### src/rtl/fmul_share_arb.sv
// Round-robin share of one FP32 multiplier between two requesters, with a
// shadow pipeline that routes each product back to its requester and tag.
module fmul_share_arb #(
  parameter int LAT   = 2,
  parameter int TAG_W = 5
) (
  input  logic             clk,
  input  logic             rst_n,
  input  logic             req0_valid,
  output logic             req0_ready,
  input  logic [31:0]      req0_a,
  input  logic [31:0]      req0_b,
  input  logic [TAG_W-1:0] req0_tag,
  input  logic             req1_valid,
  output logic             req1_ready,
  input  logic [31:0]      req1_a,
  input  logic [31:0]      req1_b,
  input  logic [TAG_W-1:0] req1_tag,
  input  logic             flush,
  output logic             mul_valid,
  output logic [31:0]      mul_a,
  output logic [31:0]      mul_b,
  input  logic [31:0]      mul_p,
  output logic             rsp0_valid,
  output logic [31:0]      rsp0_data,
  output logic [TAG_W-1:0] rsp0_tag,
  output logic             rsp1_valid,
  output logic [31:0]      rsp1_data,
  output logic [TAG_W-1:0] rsp1_tag,
  output logic             busy
);

  logic                        rr;
  logic                        g0, g1, grant;
  logic [LAT:0]                vld_pipe;
  logic [LAT:0]                id_pipe;
  logic [LAT:0][TAG_W-1:0]     tag_pipe;

  // rr=1 hands priority to port 1; a lone requester always wins.
  assign g0    = req0_valid & (~rr | ~req1_valid) & ~flush;
  assign g1    = req1_valid & ~g0 & ~flush;
  assign grant = g0 | g1;

  assign req0_ready = g0;
  assign req1_ready = g1;

  always_ff @(posedge clk or negedge rst_n) begin
    if (!rst_n) begin
      rr        <= 1'b0;
      mul_valid <= 1'b0;
      mul_a     <= '0;
      mul_b     <= '0;
      vld_pipe  <= '0;
      id_pipe   <= '0;
      tag_pipe  <= '0;
    end else begin
      if (grant) rr <= g0;
      mul_valid <= grant;
      if (g0) begin
        mul_a <= req0_a;
        mul_b <= req0_b;
      end else if (g1) begin
        mul_a <= req1_a;
        mul_b <= req1_b;
      end
      // Stage LAT lines up with mul_p; flush kills everything behind the tail.
      vld_pipe <= flush ? '0 : {vld_pipe[LAT-1:0], grant};
      id_pipe  <= {id_pipe[LAT-1:0], g1};
      tag_pipe <= {tag_pipe[LAT-1:0], (g1 ? req1_tag : req0_tag)};
    end
  end

  assign rsp0_valid = vld_pipe[LAT] & ~id_pipe[LAT];
  assign rsp1_valid = vld_pipe[LAT] &  id_pipe[LAT];
  assign rsp0_data  = mul_p;
  assign rsp1_data  = mul_p;
  assign rsp0_tag   = tag_pipe[LAT];
  assign rsp1_tag   = tag_pipe[LAT];
  // Stage 0 valid always equals mul_valid, so the shadow bits cover both.
  assign busy       = |vld_pipe;

endmodule

### config.mk
export PLATFORM = sky130hd
export DESIGN_NAME = fmul_share_arb
export DESIGN_NICKNAME = d
export VERILOG_FILES = /design/src/rtl/fmul_share_arb.sv
export SDC_FILE = /design/constraint.sdc
export NUM_CORES = 1
export LEC_CHECK = 0
export ABC_AREA = 1
export CORE_AREA = 3 3 121 123
export DETAILED_ROUTE_END_ITERATION = 12
export DIE_AREA = 0 0 124 126
export PLACE_DENSITY = 0.77
export RECOVER_POWER = 25
export SETUP_SLACK_MARGIN = 0.02
export SYNTH_ARGS = -nofsm -noshare
export SYNTH_HDL_FRONTEND = slang
export SYNTH_SLANG_ARGS = --single-unit
### constraint.sdc
create_clock -name clk -period 1.59 [get_ports clk]
set_input_delay 0.318 -clock clk [delete_from_list [all_inputs] [get_ports clk]]
set_output_delay 0.318 -clock clk [all_outputs]
set_load 0.01 [all_outputs]
==> flow_metrics.py <==
metrics = {
    "status": {
        "status": "completed",
    },
    "clocking": {
        "cts_setup_buffers": 0,
        "cts_buffers": 9,
        "clk_pin_slew_ns": 0.06,
        "h-tree-depth": 3,
        "hold_buffers": 0,
        "ctsLongestPathBuffers": 2,
        "cts_tree": "done",
        "cts_sinks": 87,
        "cts_root_buf": "clkbuf_16",
        "insertion_delay_ns": 0.34,
    },
    "detailed_routing": {
        "drt_wl_total_um": 14300,
        "first_iter_violations": 256,
        "wl_per_cell_um": 14.1,
        "vias_per_cell": 4.58,
        "vias": 4642,
        "drc": 0,
        "first_pass_iters": 4,
        "ant_nets": 0,
    },
    "placement": {
        "hpwl_um": 10100,
        "place.gp.congestion": 0.779,
        "place.port_buffers": 222,
        "dpl_cell_area_mm2": 0.00696,
    },
    "sta": {
        "hold_viol_final": 0,
        "max_freq_mhz": 660,
        "max_slew.worst_pin.slew_ns": 1.19,
        "drv_slew": 0,
        "rsz0062_at_grt": "no",
        "tns_ns": 0,
        "setup_viol": 0,
        "skew_ns": 0.00520,
        "slew_headroom": 0.208,
        "finalCritPeriodShare": 0.953,
        "fin_crit_ns": 1.51,
    },
    "worst_hold_path": {
        "hp-class": "in -> async",
    },
    "critical_path": {
        "worstPathMaxFanout": 1,
        "cpPeakStageDelay_ns": 0.54,
        "cp-end-kind": "output port",
        "cp_top_family": "buffers and inverters",
        "required_ns": 1.27,
        "startpoint_type": "flip-flop",
        "crit_chain": "clkdlybuf4s50_1",
        "path_class": "reg -> out",
        "cpMaxStageDelayCell": "clkdlybuf4s50_1",
        "arrival_ns": 1.20,
        "critPathBufInv": 1,
    },
    "synthesis": {
        "netlist_area_mm2": 0.00506,
        "yosysUniqueCellTypes": 13,
        "synth_seq_cells": 87,
        "syn_inst": 689,
        "yosysWarnings": 0,
        "yosys.area.top_type": "dfrtp_1",
        "yosysSeqAreaShare": 0.430,
        "synth-edff-count": 0,
        "synth_most_common_cell": "nand3_1",
        "async_flop_share": 1.00,
        "avgSynthCellArea_um2": 7.35,
        "synth.area.top_cells": "dfrtp_1 (43%), nand3_1 (19%), buf_4 (13%)",
        "synth_nets": 864,
        "synth_top_area_frac": 0.430,
        "netlist_top_cells_count": "nand3_1 (195), nand2_1 (149), inv_1 (134)",
        "ys.flop_type": "dfrtp_1",
    },
    "floorplan": {
        "initial_core_util": 0.367,
        "dieArea_mm2": 0.0156,
        "die_w_um": 124,
        "die_y_um": 126,
        "ios": 319,
        "rows": 43,
        "coreArea_mm2": 0.0138,
    },
    "power_and_ir_drop": {
        "p_per_area_mw_per_mm2": 877,
        "vdd_drop_max_uv": 547,
        "leakage_nw": 4.10,
        "power.total_mw": 6.31,
    },
    "global_routing": {
        "track_usage": 0.180,
        "first_global_vias": 4384,
        "overflow": 0,
        "grt_pass1_wl_um": 22200,
        "grt_max_degree": 88,
        "antenna_found_initial": 0,
    },
    "flow_run": {
        "cap_viol_max_count": 0,
    },
    "finish": {
        "syn_to_final_growth_pct": 42.2,
        "antenna_cells": 0,
        "design_area_mm2": 0.00720,
        "finish.net_count": 1004,
        "final_layout_size_suffix_gt1_frac": 0.0600,
    },
}
[routing by layer]
layer / share of wire / GRT usage / wire length [um] / vias up
li1: - / - / - / 2305
met1: 0.39 / 0.209 / 5580 / 2129
met2: 0.50 / 0.306 / 7200 / 188
met3: 0.089 / 0.0629 / 1270 / 20
met4: 0.016 / 0.0619 / 231 / 0
met5: 0 / 0 / 0 / -
[report_power, final]
group	total, mW	leakage [nW]	switching (mW)	internal, mW
Combinational	1.69	2.91	0.821	0.870
Clock	1.98	0.133	0.906	1.07
Sequential	2.64	1.05	0.144	2.50
[final cells by class]
cell class | instances | area [um2]
clock inverters | 7 | 55.1
multi-input cells | 351 | 1590
fillers | 1338 | 6580
repair buffers | 244 | 2410
well taps | 180 | 225
inverters | 136 | 510
clock buffers | 9 | 225
flip-flops and latches | 87 | 2180
[registers in the layout, summed over array words and instances, names as in the netlist]
| register | cells |
|---|---|
| mul_a | 32 |
| mul_b | 32 |
| tag_pipe | 10 |
| rsp0_tag | 5 |
| id_pipe | 3 |
| vld_pipe | 3 |
| mul_valid | 1 |
| rr | 1 |
[logic make-up after synthesis]
| family | after synthesis | synth area share |
|---|---|---|
| buf+inv | 251 | 0.258 |
| simple gates | 351 | 0.312 |
| flops | 87 | 0.430 |
[path summary, 6_finish.rpt]
check / from / to / slack, ns / cells after the start
setup / recovery: mul_valid / mul_valid / 0.08 / 1
hold / removal: rst_n / mul_b[24] / 0.35 / 2
setup reg to reg: rr / mul_a[29] / 0.20 / 7
hold reg to reg: tag_pipe[1] / tag_pipe[6] / 0.35 / 0
max in group asynchronous: rst_n / mul_b[31] / 0.50 / 2
min in group clk: tag_pipe[1] / tag_pipe[6] / 0.35 / 0
[cells in the final DEF, fill, tap and decap left out]
cell,n
clkbuf_2,1
clkinv_2,1
clkbuf_16,9
clkdlybuf4s50_1,139
buf_4,15
clkinv_4,1
nor2_1,3
nor2_4,1
inv_6,3
nand2_2,4
inv_1,133
nand3_1,195
nand2_1,147
dlymetal6s2s_1,17
inv_2,3
buf_12,5
buf_6,2
dlygate4sd2_1,63
clkbuf_4,2
nand3_4,1
dfrtp_1,87
clkinvlp_4,2
[what timing repair did]
item                                   4_1_cts  5_1_grt
pin swaps                                    0        1
endpoints found under the hold margin        0        0
setup endpoints to repair                   63       22
gates resized for setup                     69       22
[through the flow]
stage	hold WS, ns	cells	worst slack (ns)	util
2_1_floorplan	0.0224	689	0.345	-
3_3_place_gp	0.332	998	-0.368	0.505
3_5_place_dp	0.335	998	-0.363	0.505
4_1_cts	0.0189	1014	0.0205	0.519
5_1_grt	0.358	1014	0.0115	0.523
6_report	0.348	1014	0.0751	0.523
(Power assumes the default switching activity.)
